File: config.mk
export PLATFORM = sky130hd
export DESIGN_NAME = cnn_layer_accel_prefetch_row_loader
export DESIGN_NICKNAME = d
export VERILOG_FILES = /design/src/rtl/cnn_layer_accel_prefetch_row_loader.sv
export SDC_FILE = /design/constraint.sdc
export NUM_CORES = 1
export LEC_CHECK = 0
export ABC_AREA = 1
export CAP_MARGIN = 20
export CELL_PAD_IN_SITES_DETAIL_PLACEMENT = 1
export CELL_PAD_IN_SITES_GLOBAL_PLACEMENT = 2
export CORE_MARGIN = 4
export CORE_UTILIZATION = 29
export DETAILED_ROUTE_END_ITERATION = 12
export GPL_TIMING_DRIVEN = 0
export PLACE_DENSITY = 0.94
export SLEW_MARGIN = 5
export SYNTH_ARGS = -nofsm -noshare
export SYNTH_HDL_FRONTEND = slang
export SYNTH_SLANG_ARGS = --single-unit
export TNS_END_PERCENT = 1
File: constraint.sdc
create_clock -name wr_clk -period 3.4 [get_ports wr_clk]
set_clock_uncertainty 0.05 [all_clocks]
set_input_delay 0.68 -clock wr_clk [delete_from_list [all_inputs] [get_ports wr_clk]]
set_output_delay 0.68 -clock wr_clk [all_outputs]
set_load 0.02 [all_outputs]
File: src/rtl/cnn_layer_accel_prefetch_row_loader.sv
// Write-side feeder for the prefetch row buffer: streams one row of pixels per fill,
// holds row_ready until the consumer asks for the next row, and sequences one job of rows.
module cnn_layer_accel_prefetch_row_loader #(
  parameter int unsigned C_PIXEL_WIDTH = 16,
  parameter int unsigned C_MAX_COLS    = 512,
  parameter int unsigned C_CNT_WIDTH   = 9
) (
  input  logic                     wr_clk,
  input  logic                     rst,
  input  logic                     job_start,
  input  logic [C_CNT_WIDTH-1:0]   job_num_cols,
  input  logic [C_CNT_WIDTH-1:0]   job_num_rows,
  output logic                     job_busy,
  output logic                     job_done,
  input  logic                     pix_valid,
  output logic                     pix_ready,
  input  logic [C_PIXEL_WIDTH-1:0] pix_data,
  output logic [C_PIXEL_WIDTH-1:0] pbuf_din,
  output logic                     pbuf_wr_en,
  output logic                     pbuf_fetch_ack,
  output logic                     row_ready,
  input  logic                     row_req,
  output logic [C_CNT_WIDTH-1:0]   row_idx
);

  typedef enum logic [1:0] {
    ST_IDLE,
    ST_FILL,
    ST_DRAIN,
    ST_WAIT_REQ
  } state_t;

  localparam logic [C_CNT_WIDTH-1:0] CNT_ONE = C_CNT_WIDTH'(1);

  state_t                   state, state_next;
  logic [C_CNT_WIDTH-1:0]   num_cols, num_cols_next;
  logic [C_CNT_WIDTH-1:0]   num_rows, num_rows_next;
  logic [C_CNT_WIDTH-1:0]   col_cnt, col_cnt_next;
  logic [C_CNT_WIDTH-1:0]   row_idx_next;
  logic [C_PIXEL_WIDTH-1:0] din_next;
  logic                     wr_en_next;
  logic                     ack_next;
  logic                     busy_next;
  logic                     done_next;
  logic                     row_ready_next;
  logic                     accept;
  logic [C_CNT_WIDTH-1:0]   wr_cnt;

  assign pix_ready = (state == ST_FILL);
  assign accept    = pix_valid && pix_ready;

  always_comb begin
    state_next     = state;
    num_cols_next  = num_cols;
    num_rows_next  = num_rows;
    col_cnt_next   = col_cnt;
    row_idx_next   = row_idx;
    din_next       = pbuf_din;
    wr_en_next     = 1'b0;
    ack_next       = 1'b0;
    busy_next      = job_busy;
    done_next      = 1'b0;
    row_ready_next = row_ready;

    case (state)
      ST_IDLE: begin
        if (job_start) begin
          if ((job_num_cols != '0) && (job_num_rows != '0)) begin
            num_cols_next = job_num_cols;
            num_rows_next = job_num_rows;
            col_cnt_next  = '0;
            row_idx_next  = '0;
            ack_next      = 1'b1;
            busy_next     = 1'b1;
            state_next    = ST_FILL;
          end else begin
            done_next = 1'b1;
          end
        end
      end

      ST_FILL: begin
        if (accept) begin
          wr_en_next = 1'b1;
          din_next   = pix_data;
          if (col_cnt == num_cols - CNT_ONE) begin
            col_cnt_next = '0;
            state_next   = ST_DRAIN;
          end else begin
            col_cnt_next = col_cnt + CNT_ONE;
          end
        end
      end

      // The last write of the row is on the wire this cycle; announce the row after it.
      ST_DRAIN: begin
        row_ready_next = 1'b1;
        state_next     = ST_WAIT_REQ;
      end

      ST_WAIT_REQ: begin
        if (row_req) begin
          row_ready_next = 1'b0;
          if (row_idx == num_rows - CNT_ONE) begin
            done_next  = 1'b1;
            busy_next  = 1'b0;
            state_next = ST_IDLE;
          end else begin
            row_idx_next = row_idx + CNT_ONE;
            ack_next     = 1'b1;
            state_next   = ST_FILL;
          end
        end
      end

      default: state_next = ST_IDLE;
    endcase
  end

  always_ff @(posedge wr_clk) begin
    if (rst) begin
      state          <= ST_IDLE;
      num_cols       <= '0;
      num_rows       <= '0;
      col_cnt        <= '0;
      row_idx        <= '0;
      pbuf_din       <= '0;
      pbuf_wr_en     <= 1'b0;
      pbuf_fetch_ack <= 1'b0;
      job_busy       <= 1'b0;
      job_done       <= 1'b0;
      row_ready      <= 1'b0;
    end else begin
      state          <= state_next;
      num_cols       <= num_cols_next;
      num_rows       <= num_rows_next;
      col_cnt        <= col_cnt_next;
      row_idx        <= row_idx_next;
      pbuf_din       <= din_next;
      pbuf_wr_en     <= wr_en_next;
      pbuf_fetch_ack <= ack_next;
      job_busy       <= busy_next;
      job_done       <= done_next;
      row_ready      <= row_ready_next;
    end
  end

  // Writes issued since the last fetch ack; the DRAIN cycle carries the final one.
  always_ff @(posedge wr_clk) begin
    if (rst || pbuf_fetch_ack) begin
      wr_cnt <= '0;
    end else if (pbuf_wr_en) begin
      wr_cnt <= wr_cnt + CNT_ONE;
    end
  end

  a_wr_only_fill_drain: assert property (@(posedge wr_clk) disable iff (rst)
    pbuf_wr_en |-> ((state == ST_FILL) || (state == ST_DRAIN)));

  a_row_write_count: assert property (@(posedge wr_clk) disable iff (rst)
    (state == ST_DRAIN) |-> (wr_cnt == num_cols - CNT_ONE));

  a_ack_wr_exclusive: assert property (@(posedge wr_clk) disable iff (rst)
    !(pbuf_fetch_ack && pbuf_wr_en));

  a_cols_in_range: assert property (@(posedge wr_clk) disable iff (rst)
    ((state == ST_IDLE) && job_start) |-> (32'(job_num_cols) <= C_MAX_COLS));

endmodule

# Yosys cells after proc, flatten, opt, wreduce, memory -nomap -nowiden
# Index checks and enable logic that the tools add are counted.
[op_classes]
n_mux = 33
n_reduce_logical = 16
bitwise = 1
add_sub_neg = 4
n_eq_ne = 12
[op_table]
columns = ["operator", "count"]
rows = [
  ["9-bit 2-to-1 mux", 6],
  ["9-bit case mux with 2 select lines", 2],
  ["9-bit by 1-bit adder with 9-bit output, second input constant", 2],
  ["9-bit equality test", 2],
  ["9-bit nonzero test", 2],
  ["9-bit by 1-bit subtractor with 9-bit output, second input constant", 2],
  ["1-bit 2-to-1 mux", 15],
  ["5-bit AND reduction", 3],
  ["2-bit 2-to-1 mux", 5],
  ["2-bit inequality test, second input constant", 5],
  ["1-bit case mux with 2 select lines", 4],
  ["2-bit case mux with 4 select lines", 1],
  ["2-bit nonzero test", 3],
  ["2-bit equality test, second input constant", 2],
  ["2-bit by 1-bit inequality test with 1-bit output, second input constant", 2],
  ["2-bit AND reduction", 2],
  ["4-bit AND reduction", 1],
  ["3-bit AND reduction", 1],
  ["2-bit by 1-bit equality test with 1-bit output, second input constant", 1],
  ["1-bit logical AND", 2],
  ["2-bit zero test", 1],
  ["2-bit OR reduction", 1],
  ["1-bit inverter", 1],
]
[totals]
out_inout_bits = 31
word_cells = 77
inputBits = 39
ff_bits = 59

# Depth between registers and ports, before layout
[depth]
ltp_word = 5
mapped_depth = 15
depth_no_buf = 15

# Least setup slack after synthesis
# No wires, ideal clock.
[synth_path]
path_kind = "register -> register"
startpoint = "register state[0]"
endpoint = "register col_cnt[8]"
setup_ns = 0.115
setup_slack_ns = 1.575
t_arrival_ns = 1.661
t_required_ns = 3.235
n_path_buf = 0
path_stages_with_launch = 12
period_less_slack_ns = 1.825
path_cell_list = "dfxtp_1 > inv_1 > ha_1 > inv_2 > or2_1 > o21ai_1 > a21oi_1 > nand2_1 > nor3_1 > nand3_1 > nand3_1 > nor2_1"
[synth_between]
elab_chain_cells = 4
elab_cells_between_ends = 9
classes_between = "4 x eq/ne; 1 x mux; 4 x reduce/logical"
[synth_lines]
columns = ["element", "line", "source"]
rows = [
  ["start: declaration", "35", "state_t state, state_next;"],
  ["start signal: assignment", "134", "state <= state_next;"],
  ["2-bit by 1-bit equality test with 1-bit output", "49, 65", ""],
  ["1-bit logical AND", "50", "assign accept = pix_valid && pix_ready;"],
  ["2-bit by 1-bit inequality test with 1-bit output (no line)", "n/a", ""],
  ["4-bit AND reduction (no line)", "n/a", ""],
  ["end signal: assignment", "137", "col_cnt <= col_cnt_next;"],
  ["end: declaration", "38", "logic [C_CNT_WIDTH-1:0] col_cnt, col_cnt_next;"],
]
# Several ways; a longest one is shown, not always the timed one.
# A chain may end at the register's enable or synchronous reset.

# Final worst setup path
[layout_path]
startpoint = "input job_num_rows[8]"
endpoint = "register num_rows[4]"
[layout_between]
elab_chain_cells = 3
[layout_lines]
columns = ["element", "line", "source"]
rows = [
  ["start: declaration", "12", "input logic [C_CNT_WIDTH-1:0] job_num_rows,"],
  ["9-bit nonzero test", "68", "if ((job_num_cols != '0) && (job_num_rows != '0)) begin"],
  ["1-bit logical AND", "68", ""],
  ["3-bit AND reduction (no line)", "n/a", ""],
  ["end signal: assignment", "136", "num_rows <= num_rows_next;"],
  ["end: declaration", "37", "logic [C_CNT_WIDTH-1:0] num_rows, num_rows_next;"],
]
# No other way between the ends.

==> implementation parameters <==
Parameter                              Value

Pwr
  Leak pwr    between 1.5 and 2 nW
  Internal Power    1.91 mW
  Relative contribution of combinational cells to total power    42.7%
  NetSw    1.29 mW
  Net Sw Frac    between 40% and 50%
  Part of the power in registers    29.2%
  Ratio of total power to cell area    around 720 nW/um2
  Share of total power in the clock network    between 20% and 30%
  Largest vdd supply drop    0.260 mV

CTS
  CTS Sinks    59
  Setup Fix Bufs, Post-CTS    0
  CTS buffer count    9
  Maximum level of the CTS H-tree    3
  Clk Latency, worst-skew pair    320 ps
  Clock transition at the registers of the reported paths    ~50 ps
  Cells resized by post-CTS repair    0
  Cell at the root of the clock tree    sky130_fd_sc_hd__clkbuf_16
  CTS Hold Buffers Added    0
  Clock buffer depth    2
  TritonCTS clock tree    done

Timing
  Worst Tran Pin Value    roughly 560 ps
  Max-slew headroom    between 60% and 70%
  Max-slew violations    0
  Maximum achievable frequency    390 MHz
  Total negative slack    0 ps
  Unrepaired setup endpoints after global routing    no
  Ratio of final minimum period to clock period    about 75%
  Final count of hold timing violations    0
  Final setup fails    0
  Minimum period implied by the final worst setup slack    2560 ps

Placed design
  Final Wtd Congestion    around 0.84
  Post-DP HPWL    slightly above 8000 um
  Count of placed standard cells including taps    701
  IO Port Bufs    68

Final layout
  Growth of design area from synthesis to finish    35.2%
  Multi-input logic area    about 1800 um2
  Antenna cell count    0
  Filler instances    between 1000 and 1500
  Final core utilization    between 40 and 50%
  Combined flip-flop and latch cell area    1180 um2
  Total Nets Final    between 600 and 700
  Fin cells    just over 700
  Fraction of final layout cells with drive strength greater than 1    9.55%

Drt
  Detail Route met2 WL    between 4000 and 5000 um
  Mean routed wirelength per cell    about 15 um
  Detailed-route wire length on metal 1    4980 um
  Total wirelength of the detailed-routed design    around 10000 um
  First-pass detailed-route iteration total    4
  WL met3    around 270 um
  Detail-routed via count per cell    between 4 and 5
  Top sig layer    met4
  Starting DRT DRC Count    about 110
  Total vias in the final route    between 3000 and 4000
  Antenna violation net count after detailed routing    0
  DR DRC count    0

Yosys
  Syn_nets    540
  Largest cells by area after synthesis    sky130_fd_sc_hd__dfxtp_1 36%, sky130_fd_sc_hd__nand2_1 12%, sky130_fd_sc_hd__nor2_1 9.0%
  Synth cell types    32
  Most instantiated flip-flop cell in the synthesis netlist    sky130_fd_sc_hd__dfxtp_1
  Most numerous cell types in the synthesized netlist    108 x sky130_fd_sc_hd__nand2_1, 79 x sky130_fd_sc_hd__nor2_1, 59 x sky130_fd_sc_hd__dfxtp_1, 47 x sky130_fd_sc_hd__inv_1
  Most frequent cell after synthesis    sky130_fd_sc_hd__nand2_1
  Synthesized area per cell    ~6.7 um2
  Count of flip-flops with a built-in enable after synthesis    0
  Async S/R FF share, synth    0%
  Warnings from Yosys    0
  Synthesized instance count    between 400 and 500
  Post-synthesis sequential element count    59
  Netlist Area Pre-Place    between 3000 and 4000 um2
  Dominant cell type by area after synthesis    sky130_fd_sc_hd__dfxtp_1
  Area share of the largest cell type after synthesis    a little over a third
  Proportion of synthesized chip area in sequential cells    a little over a third

Worst setup path
  Reg2Reg Launch Point    state[0]
  Worst setup path category    input port to register
  Sort of element at the start of the critical path    input port
  Reg-to-reg critical path endpoint    col_cnt[8]
  Crit path max-delay cell type    sky130_fd_sc_hd__clkdlybuf4s50_1
  Sequence of cells on the critical path    clkdlybuf4s50_1 > nor3_1 > nand4_1 > nand2_1 > nor2_1 > inv_1 > clkbuf_1 > o21ai_0 > a21oi_1
  Arrival time worst endpoint    ~2800 ps
  Register-to-Register Path Depth    11
  Crit-path max cell delay    about 480 ps
  Reg-to-reg slack, setup    1240 ps
  Crit path required time    3610 ps
  Highest fanout seen on the critical path    10
  Worst setup EP type    register

Die
  Die height    114 um
  Initial core utilization    between 20% and 30%
  Die boundary width    about 110 um
  Standard cell core area    10900 um2
  Die Area    13100 um2
  Placement Rows    38
  Num ports    70

Run status
  Run status    finished clean

GRT
  GRT overflow    0
  Maximum number of pins on one net before global-route repair    11
  Initial antenna violation count    0
  Vias in the first global route    between 3000 and 4000
  Wire length of the first global-routing pass    ~17000 um
  Total global routing track utilization    between 10% and 20%

Worst hold path
  Classification of the worst-slack hold path    register to register
  WHS Endpoint    job_busy
  Hold path startpoint    job_busy
  Cell depth of the worst min-delay path    2

Job
  Max-cap violations    0
==> power by group through the flow <==
stage / clock network (mW) / registers [mW] / logic (mW)
after floorplan: 0 / 0.993 / 0.880
after global placement: 0 / 0.941 / 1.31
after detailed placement: 0 / 0.948 / 1.37
after CTS: 0.915 / 0.937 / 1.39
after global routing: 0.958 / 0.957 / 1.54
final: 0.900 / 0.936 / 1.37
==> area by class of cell <==
type | instances | share of cell area, %
clock inverter | 1 | 0.113
tap | 140 | 3.95
buffer | 12 | 1.07
clock buffer | 14 | 6.63
multi-input combinational | 368 | 41.7
sequential | 59 | 26.6
timing repair buffer | 68 | 15.3
inverter | 54 | 4.57
==> stage by stage <==
stage / setup slack, ps / area (um2) / hold slack, ps / total power [mW]
6_report: 838 / 4440 / 422 / 3.20
5_1_grt: 634 / 4440 / 454 / 3.46
4_1_cts: 758 / 4440 / 426 / 3.24
3_5_place_dp: 465 / 4140 / 416 / 2.32
3_3_place_gp: 492 / 4140 / 403 / 2.25
2_1_floorplan: 1570 / 3280 / 398 / 1.87
==> registers in the layout, indices dropped and copies added (netlist names) <==
name            flops
num_cols            9
pbuf_wr_en          1
pbuf_fetch_ack      1
job_done            1
state               2
num_rows            9
row_ready           1
row_idx             9
pbuf_din           16
job_busy            1
col_cnt             9
==> cells in the final DEF, fill, tap and decap left out, types with 4 or more instances in the layout <==
cell / netlist / final
sky130_fd_sc_hd__a21oi_1: 36 / 36
sky130_fd_sc_hd__clkbuf_1: 8 / 8
sky130_fd_sc_hd__clkbuf_16: 0 / 9
sky130_fd_sc_hd__clkbuf_8: 0 / 5
sky130_fd_sc_hd__clkdlybuf4s50_1: 0 / 68
sky130_fd_sc_hd__dfxtp_1: 59 / 59
sky130_fd_sc_hd__ha_1: 8 / 8
sky130_fd_sc_hd__inv_1: 47 / 47
sky130_fd_sc_hd__inv_2: 7 / 7
sky130_fd_sc_hd__nand2_1: 108 / 108
sky130_fd_sc_hd__nand2_2: 11 / 11
sky130_fd_sc_hd__nand3_1: 33 / 33
sky130_fd_sc_hd__nand4_1: 9 / 9
sky130_fd_sc_hd__nor2_1: 79 / 79
sky130_fd_sc_hd__nor2_2: 6 / 6
sky130_fd_sc_hd__nor3_1: 5 / 5
sky130_fd_sc_hd__o21ai_0: 36 / 36
sky130_fd_sc_hd__xnor2_1: 4 / 4
sky130_fd_sc_hd__xor2_1: 9 / 9
==> critical path: cells and delay by family <==
kind	cells	cell delay, ps
buffers and inverters	3	1040
AND/OR/NAND/NOR	4	690
AO/OA/AOI/OAI	2	350
==> cell families after synthesis <==
group	synth area share, %
AOI/OAI and AO/OA	12.3
xor gates and xnor gates	3.47
adders and majority gates	3.05
buffers and inverters	7.63
DFF	36.0
and+or+nand+nor	37.6
==> routing by layer <==
layer,GRT usage (%),vias up
li1,-,1741
met1,21.2,1612
met2,28.0,50
met3,2.91,16
met4,6.10,0
met5,0,-
==> how the worst max path moves through the flow <==
stage	from	endpoint	slack (ps)	cells past startpoint
after global placement	job_num_rows[8]	num_rows[4]	490	9
after CTS	job_num_rows[8]	num_rows[4]	760	9
after global routing	job_num_rows[8]	num_rows[4]	630	9
final	job_num_rows[8]	num_rows[4]	840	9
after detailed placement	job_num_rows[8]	num_rows[4]	470	9
after floorplan	state[0]	col_cnt[8]	1570	11
(Power assumes the default switching activity.)
